<file path="src/rtl/ibi_scheduler_pkg.sv">
// Shared definitions for the target-side IBI scheduler: FSM state encoding,
// status codes and the Hot-Join broadcast address.
package ibi_scheduler_pkg;

  typedef enum logic [2:0] {
    ST_IDLE       = 3'd0,
    ST_WAIT_AVAIL = 3'd1,
    ST_REQUEST    = 3'd2,
    ST_XFER       = 3'd3,
    ST_REPORT     = 3'd4
  } ibi_sched_state_e;

  // Per-request completion codes reported on status_o
  localparam logic [1:0] IBI_ST_OK    = 2'b00;
  localparam logic [1:0] IBI_ST_NACK  = 2'b01;
  localparam logic [1:0] IBI_ST_ABORT = 2'b10;

  // Address sent in the header of a Hot-Join request
  localparam logic [6:0] HOT_JOIN_ADDR = 7'h02;

  // Width of the Bus Available timer and its threshold
  localparam int unsigned AVAIL_W = 20;

endpackage

</file>
<file path="src/rtl/bus_avail_timer.sv">
// Bus Available timer: counts consecutive clk_i cycles with the bus idle
// (SCL and SDA high, no START) while enabled by the scheduler. Any non-idle
// cycle, a START, or the enable dropping clears the count. The count
// saturates at all ones so a very long idle period never wraps to zero.
module bus_avail_timer
  import ibi_scheduler_pkg::*;
(
  input  logic               clk_i,
  input  logic               rst_ni,
  input  logic               en_i,
  input  logic               bus_idle_i,
  input  logic               start_det_i,
  input  logic [AVAIL_W-1:0] threshold_i,
  output logic               reached_o
);

  logic [AVAIL_W-1:0] cnt_q, cnt_d;
  logic               run;

  // Counting is only meaningful on an enabled, idle, START-free cycle
  assign run = en_i & bus_idle_i & ~start_det_i;

  // Reached is qualified by the current cycle being idle, so a zero
  // threshold still needs one idle cycle before the header may start
  assign reached_o = run & (cnt_q >= threshold_i);

  // Next count: clear when not running, otherwise saturating increment
  always_comb begin
    cnt_d = cnt_q;
    if (!run) begin
      cnt_d = '0;
    end else if (cnt_q != {AVAIL_W{1'b1}}) begin
      cnt_d = cnt_q + 1'b1;
    end
  end

  // Count register
  always_ff @(posedge clk_i or negedge rst_ni) begin
    if (!rst_ni) begin
      cnt_q <= '0;
    end else begin
      cnt_q <= cnt_d;
    end
  end

endmodule

</file>
<file path="src/rtl/ibi_scheduler.sv">
// Target-side In-Band Interrupt scheduler. Takes one IBI request at a time
// from the TTI IBI queue, waits for Bus Available, hands header attempts to
// the flow FSM, retries NACKs up to ibi_retry_num_i, and reports one status
// per request.
//
// Build option: define I3C_IBI_HOT_JOIN_EN to let hj_req_i launch a Hot-Join
// (address 7'h02) while no valid target address is configured.
//
// Request handshake: the queue holds ibi_req_valid_i with stable data until
// the scheduler pulses ibi_req_ready_o; a transfer (pop) happens on the cycle
// where both are high, which is only the single REPORT cycle. Hot-Join runs
// never pulse ready, so the queue is left untouched.
module ibi_scheduler
  import ibi_scheduler_pkg::*;
(
  input  logic               clk_i,
  input  logic               rst_ni,
  input  logic               ibi_enable_i,
  input  logic [2:0]         ibi_retry_num_i,
  input  logic [6:0]         target_ibi_addr_i,
  input  logic               target_ibi_addr_valid_i,
  input  logic [AVAIL_W-1:0] t_bus_available_i,
  input  logic               bus_idle_i,
  input  logic               start_det_i,
  input  logic               abort_i,
  input  logic               ibi_req_valid_i,
  output logic               ibi_req_ready_o,
  output logic               ibi_start_o,
  output logic [6:0]         ibi_addr_o,
  input  logic               arb_lost_i,
  input  logic               ibi_ack_i,
  input  logic               ibi_nack_i,
  input  logic               xfer_done_i,
  output logic               status_valid_o,
  output logic [1:0]         status_o,
  input  logic               hj_req_i,
  output ibi_sched_state_e   dbg_state_o
);

  ibi_sched_state_e state_q, state_d;
  logic [6:0]       addr_q, addr_d;
  logic [2:0]       nack_q, nack_d;
  logic [1:0]       status_q, status_d;
  logic             hj_q, hj_d;
  logic             start_q, ready_q, valid_q;
  logic             avail_reached;

`ifndef I3C_IBI_HOT_JOIN_EN
  logic unused_hj_req;
  assign unused_hj_req = hj_req_i;
`endif

  bus_avail_timer u_bus_avail_timer (
    .clk_i       (clk_i),
    .rst_ni      (rst_ni),
    .en_i        (state_q == ST_WAIT_AVAIL),
    .bus_idle_i  (bus_idle_i),
    .start_det_i (start_det_i),
    .threshold_i (t_bus_available_i),
    .reached_o   (avail_reached)
  );

  // Next-state logic; abort beats arbitration loss beats NACK beats ACK
  always_comb begin
    state_d  = state_q;
    addr_d   = addr_q;
    nack_d   = nack_q;
    status_d = status_q;
    hj_d     = hj_q;
    unique case (state_q)
      ST_IDLE: begin
        if (ibi_req_valid_i && ibi_enable_i && target_ibi_addr_valid_i) begin
          state_d = ST_WAIT_AVAIL;
          addr_d  = target_ibi_addr_i;
          nack_d  = '0;
          hj_d    = 1'b0;
        end
`ifdef I3C_IBI_HOT_JOIN_EN
        else if (hj_req_i && !target_ibi_addr_valid_i) begin
          state_d = ST_WAIT_AVAIL;
          addr_d  = HOT_JOIN_ADDR;
          nack_d  = '0;
          hj_d    = 1'b1;
        end
`endif
      end
      ST_WAIT_AVAIL: begin
        if (abort_i || !ibi_enable_i) begin
          state_d  = ST_REPORT;
          status_d = IBI_ST_ABORT;
        end else if (avail_reached) begin
          state_d = ST_REQUEST;
        end
      end
      ST_REQUEST: begin
        if (abort_i) begin
          state_d  = ST_REPORT;
          status_d = IBI_ST_ABORT;
        end else if (arb_lost_i) begin
          // Losing arbitration is not an attempt: go back and wait again
          state_d = ST_WAIT_AVAIL;
        end else if (ibi_nack_i) begin
          if (nack_q == ibi_retry_num_i) begin
            state_d  = ST_REPORT;
            status_d = IBI_ST_NACK;
          end else begin
            state_d = ST_WAIT_AVAIL;
            nack_d  = nack_q + 1'b1;
          end
        end else if (ibi_ack_i) begin
          state_d = ST_XFER;
        end
      end
      ST_XFER: begin
        if (abort_i) begin
          state_d  = ST_REPORT;
          status_d = IBI_ST_ABORT;
        end else if (xfer_done_i) begin
          state_d  = ST_REPORT;
          status_d = IBI_ST_OK;
        end
      end
      ST_REPORT: begin
        state_d = ST_IDLE;
      end
      default: begin
        state_d = ST_IDLE;
      end
    endcase
  end

  // State, attempt bookkeeping and registered outputs decoded from next state
  always_ff @(posedge clk_i or negedge rst_ni) begin
    if (!rst_ni) begin
      state_q  <= ST_IDLE;
      addr_q   <= '0;
      nack_q   <= '0;
      status_q <= IBI_ST_OK;
      hj_q     <= 1'b0;
      start_q  <= 1'b0;
      ready_q  <= 1'b0;
      valid_q  <= 1'b0;
    end else begin
      state_q  <= state_d;
      addr_q   <= addr_d;
      nack_q   <= nack_d;
      status_q <= status_d;
      hj_q     <= hj_d;
      start_q  <= (state_d == ST_REQUEST);
      valid_q  <= (state_d == ST_REPORT);
      ready_q  <= (state_d == ST_REPORT) && !hj_d;
    end
  end

  assign ibi_start_o     = start_q;
  assign ibi_req_ready_o = ready_q;
  assign status_valid_o  = valid_q;
  assign status_o        = status_q;
  assign ibi_addr_o      = addr_q;
  assign dbg_state_o     = state_q;

endmodule
</file>
<file path="config.mk">
export PLATFORM = sky130hd
export DESIGN_NAME = ibi_scheduler
export DESIGN_NICKNAME = d
export VERILOG_FILES = /design/src/rtl/ibi_scheduler_pkg.sv /design/src/rtl/bus_avail_timer.sv /design/src/rtl/ibi_scheduler.sv
export SDC_FILE = /design/constraint.sdc
export NUM_CORES = 1
export LEC_CHECK = 0
export ABC_AREA = 1
export CAP_MARGIN = 20
export CORE_ASPECT_RATIO = 1.2
export CORE_MARGIN = 10
export CORE_UTILIZATION = 35
export CTS_CLUSTER_DIAMETER = 200
export DETAILED_ROUTE_END_ITERATION = 6
export GPL_TIMING_DRIVEN = 0
export PLACE_DENSITY = 0.56
export SYNTH_ARGS = -nofsm -noshare
export SYNTH_HDL_FRONTEND = slang
export SYNTH_SLANG_ARGS = --single-unit
export TNS_END_PERCENT = 30
</file>
<file path="constraint.sdc">
create_clock -name clk_i -period 4 [get_ports clk_i]
set_clock_uncertainty 0.05 [all_clocks]
set_input_delay 0.8 -clock clk_i [delete_from_list [all_inputs] [get_ports clk_i]]
set_output_delay 0.8 -clock clk_i [all_outputs]
set_load 0.1 [all_outputs]
</file>
### Word level (Yosys, flattened, before mapping)

Index checks and enable logic that the tools add are counted.

| cells by class | value |
|---|---|
| $lt $le $gt $ge | 1 |
| add/sub/neg operators | 2 |
| eq/ne operators | 18 |
| muxes and demuxes | 29 |
| bitwise operators | 4 |
| reductions and logical operators | 12 |

Operators with widths:

| kind | number |
|---|---|
| 3-bit 2-to-1 mux | 15 |
| 20-bit 2-to-1 mux | 2 |
| 20-bit by 1-bit adder with 20-bit output, second input constant | 1 |
| 20-bit greater-or-equal comparator | 1 |
| 20-bit inequality test, second input constant | 1 |
| 2-bit 2-to-1 mux | 7 |
| 2-bit inequality test, second input constant | 7 |
| 3-bit inequality test, second input constant | 4 |
| 3-bit case mux with 4 select lines | 1 |
| 6-bit AND reduction | 2 |
| 3-bit by 2-bit equality test with 1-bit output, second input constant | 3 |
| 2-bit case mux with 3 select lines | 1 |
| 3-bit case mux with 2 select lines | 1 |
| 3-bit by 1-bit adder with 3-bit output, second input constant | 1 |
| 1-bit AND | 3 |
| 3-bit by 1-bit equality test with 1-bit output, second input constant | 1 |
| 3-bit equality test | 1 |
| 3-bit equality test, second input constant | 1 |
| 1-bit logical AND | 3 |
| 3-bit logical NOT | 1 |
| 3-bit nonzero test | 1 |
| 1-bit logical NOT | 2 |
| 1-bit 2-to-1 mux | 2 |
| 2-bit AND reduction | 1 |
| 3 further kinds | 3 |

| word-level totals | value |
|---|---|
| input port bits | 43 |
| output and inout bits | 15 |
| register bits | 39 |

### Logic depth before layout (Yosys ltp)

| logic depth | value |
|---|---|
| depth in word-level cells | 9 |
| mapped depth | 14 |
| mapped depth without buffers | 14 |

### Hierarchy

From an unflattened synthesis, not the netlist that was laid out.

| second synthesis, totals | value |
|---|---|
| cell total of the unflattened synthesis | 390 |
| area, all modules | 2751.4 um^2 |

Modules (own cells, without submodules):

| module | cells each | times used | area an instance (um^2) | sequential area each (um^2) |
|---|---|---|---|---|
| bus_avail_timer | 262 | 1 | 1791.7 | 500.5 |
| ibi_scheduler | 128 | 1 | 959.7 | 475.5 |

### Worst setup path before layout

Ideal clock, no wire load.

| timing path | value |
|---|---|
| path kind | flip-flop to flip-flop |
| start point | register state_q[1] (netlist: dbg_state_o[1]) |
| end point | register nack_q[2] |
| arrival | 2013 ps |
| required time | 3827 ps |
| buffers on the path | 0 |
| slack | 1813 ps |
| stages on the path, launching flop included | 12 |
| cell sequence | dfrtp_1 inv_1 nor2_1 inv_1 nor2_4 inv_2 nor2_4 nor2_1 nand2_4 nor2_2 o21ai_0 a21oi_1 |

| on the way | value |
|---|---|
| word-level cells in the longest chain between the ends | 3 |

RTL lines:

| what | RTL line | text |
|---|---|---|
| start: declaration | ibi_scheduler.sv:40 | `ibi_sched_state_e state_q, state_d;` |
| start signal: assignment | ibi_scheduler.sv:144 | `state_q <= state_d;` |
| 3-bit by 2-bit equality test with 1-bit output or 3-bit logical NOT (tied branches) | ibi_scheduler.sv:70 | `unique case (state_q)` |
| 2-bit inequality test (no source line) or 2-bit nonzero test (tied branches) | n/a |  |
| 6-bit AND reduction (no source line) | n/a |  |
| end signal: assignment | ibi_scheduler.sv:146 | `nack_q <= nack_d;` |
| end: declaration | ibi_scheduler.sv:42 | `logic [2:0] nack_q, nack_d;` |

Parallel ways exist; a longest one is shown, timed or not.
A chain may end at the register's enable or synchronous reset.

### Final worst setup path

| timing path | value |
|---|---|
| start point | register state_q[0] (netlist: dbg_state_o[0]) |
| end point | output port dbg_state_o[0] |

RTL lines:

| what | RTL line | text |
|---|---|---|
| end: declaration | ibi_scheduler.sv:37 | `output ibi_sched_state_e dbg_state_o` |

No word-level cell between the ends.

==> metrics <==
status=complete, no violations; CTS tree=built; critical path depth in cells=1; Post-synth ARST share=100%; wire per inst=13.5 um; most common cell in the synthesized netlist=nand2_1; syn nets=430; XOR/XNOR share of the synthesized area=1.95%; share of cells above drive strength 1=8.84%; leading area contributor after synthesis=dfrtp_1; global-route wire length before repair=12,100 um; cell area power density=293 nW/um^2; Leak Pwr=1.71 nW; most frequent cells after synthesis=98 x nand2_1, 60 x inv_1, 39 x dfrtp_1; CP startpoint kind=flip-flop; via count=2,497; RSZ-0062 raised after global routing=false; Final Cycle Share=71.7%; Worst slew margin=33.4%; met3 Track Usage GR=4.47%; routability cong.=0.929; crit path time final=2870 ps; CP endpoint kind=output pin; Tot Pwr=1.02 mW; yosys warns=0; Synth Area in Adders=10.2%; register area share after synthesis=36.2%; critical path's slowest cell=clkdlybuf4s50_1; GR Layer Usage met1=13.6%; clk slew on worst S/H paths=90 ps; I/O Buffers=56; setup bufs post-CTS=0; final setup TNS=0 ps; Top FF cell, synth=dfrtp_1; Core Area=7580 um^2; vias in the first global route=2,649; Max Clock Freq=349 MHz; clk_lat worst skew=300 ps; gr usage total=12.7%; crit-path max cell delay=1200 ps; initial core utilization=35.5%; Reg2Reg Depth=9; MaxCap Viol Count=0; top post-synthesis cells by area=dfrtp_1 36%, nand2_1 14%, ha_1 10%; Inserted Diodes=0; Cell Area, Synth=2690 um^2; CP Cell Sequence=clkdlybuf4s50_1; WP buf/inv=1; die area=11,600 um^2; post-synthesis mux area share=0%; Crit path arrival time=2020 ps; I/O Pins=58; router iterations before antenna repair=4; number of synthesized register bits=39; EDFF count, synth=0; Die W=100 um; syn_area_per_cell=7.38 um^2; DRC viols=0; Cells after Synth=365; largest family of logic cells by synthesized area=simple AND/OR/NAND/NOR gates; top-area cell type share of the netlist area=36.2%; Final nets=494; cts hold-fix bufs=0; Die H=116 um; Clock Path Buffers=2; DRT antenna net count=0; Tightest Pin Transition=996 ps; Max H-tree Level=2; Clock Root Buffer=clkbuf_8; fillers=783; grt total ovfl=0; Resized Gates After CTS=0; largest net degree at the start of global routing=23; peak supply drop=0.210 mV; Synth Area in Compound Gates=7.90%; DR iter-0 viols=102; final WL=7070 um; Critical Path Fanout Max=6; Area growth, synth to finish=29.4%; M2 GR Usage=23.0%; DP Wirelength=5780 um; Critical Path RT=3150 ps; max-slew violation count=0; Clock Sinks=39; GR peak layer=met2; Num CTS Buffers=5; CP top delay family=buffers and inverters; type of the worst min-delay path=primary input to async pin; post-DR vias/cell=4.78; critical path class=flip-flop to output pin; simple-gate share of the synthesized area=33.6%; Fin. Hold Viols=0; final setup vio count=0; initial antenna violation count=0; Yosys cell types=33; FP Rows=35
==> sequential cells by signal, summed over array words and instances, names as in the netlist <==
| signal | cells |
|---|---|
| dbg_state_o | 3 |
| status_o | 2 |
| ibi_req_ready_o | 1 |
| hj_q | 1 |
| ibi_start_o | 1 |
| ibi_addr_o | 7 |
| u_bus_avail_timer.cnt_q | 20 |
| nack_q | 3 |
| status_valid_o | 1 |
==> metal layers <==
metal / wire, um / part of all wire (%)
met3: 504 / 7.1
met4: 102 / 1.4
met1: 2950 / 42
met2: 3510 / 50
met5: 0 / 0
==> path summary, 6_finish.rpt <==
path	end	from	slack (ps)
min in group clk_i	ibi_addr_o[4]$_DFFE_PN0P_	ibi_addr_o[4]$_DFFE_PN0P_	440
worst max-delay path	dbg_state_o[0]	dbg_state_o[0]$_DFF_PN0_	1130
worst max register to register	u_bus_avail_timer.cnt_q[9]$_DFFE_PN0P_	u_bus_avail_timer.cnt_q[0]$_DFFE_PN0P_	2020
worst min register to register	ibi_addr_o[4]$_DFFE_PN0P_	ibi_addr_o[4]$_DFFE_PN0P_	440
worst min-delay path	ibi_addr_o[2]$_DFFE_PN0P_	rst_ni	390
max in group asynchronous	u_bus_avail_timer.cnt_q[14]$_DFFE_PN0P_	rst_ni	3030
==> power breakdown <==
group	total, mW	internal (mW)	switching (mW)	leakage [nW]
logic	0.306	0.0953	0.211	1.15
clock network	0.284	0.125	0.159	0.0408
registers	0.431	0.416	0.0150	0.524
==> metrics by stage <==
stage | instances | hold WS (ps) | instance area (um^2) | setup slack [ps] | util, %
3_3_place_gp | 513 | 411 | 3370 | 1030 | 44.5
5_1_grt | 522 | 411 | 3480 | 1070 | 46.0
6_report | 522 | 387 | 3480 | 1130 | 46.0
3_5_place_dp | 514 | 419 | 3390 | 1150 | 44.8
2_1_floorplan | 365 | 406 | 2690 | 1810 | -
4_1_cts | 522 | 403 | 3480 | 1120 | 46.0
==> kinds of logic (layout without fill, tap and decap cells) <==
group / after synthesis / after routing
compound gates: 39 / 39
fa+ha+maj: 22 / 22
xor+xnor: 6 / 6
buf+inv: 66 / 131
flops: 39 / 39
simple gates: 193 / 193
==> cell usage in the layout (no fill, tap or decap), types with 2 or more instances in the layout <==
cell             instances
nand2_1                 98
inv_1                   60
clkdlybuf4s50_1         55
dfrtp_1                 39
nor2_1                  33
ha_1                    22
a21oi_1                 17
nand3_1                 15
o21ai_0                 13
nand4_1                 10
nor3_1                  10
clkbuf_8                 7
nor3_2                   6
nand3b_1                 4
or2_2                    4
nor2_2                   4
inv_2                    3
xnor2_1                  3
xor2_1                   3
nand3_2                  2
nor2_4                   2
a31oi_1                  2
o21ai_1                  2
clkinvlp_4               2
==> layout make-up <==
type	instances	area [um^2]	area share [%]
repair buffers	57	583	16.7
multi-input cells	260	1450	41.5
inverters	63	236	6.79
well taps	92	115	3.30
flip-flops and latches	39	976	28.0
plain buffers	3	35.0	1.01
clock inverters	3	23.8	0.682
clock buffers	5	68.8	1.98
No activity file was read; power rests on OpenSTA's default activity.
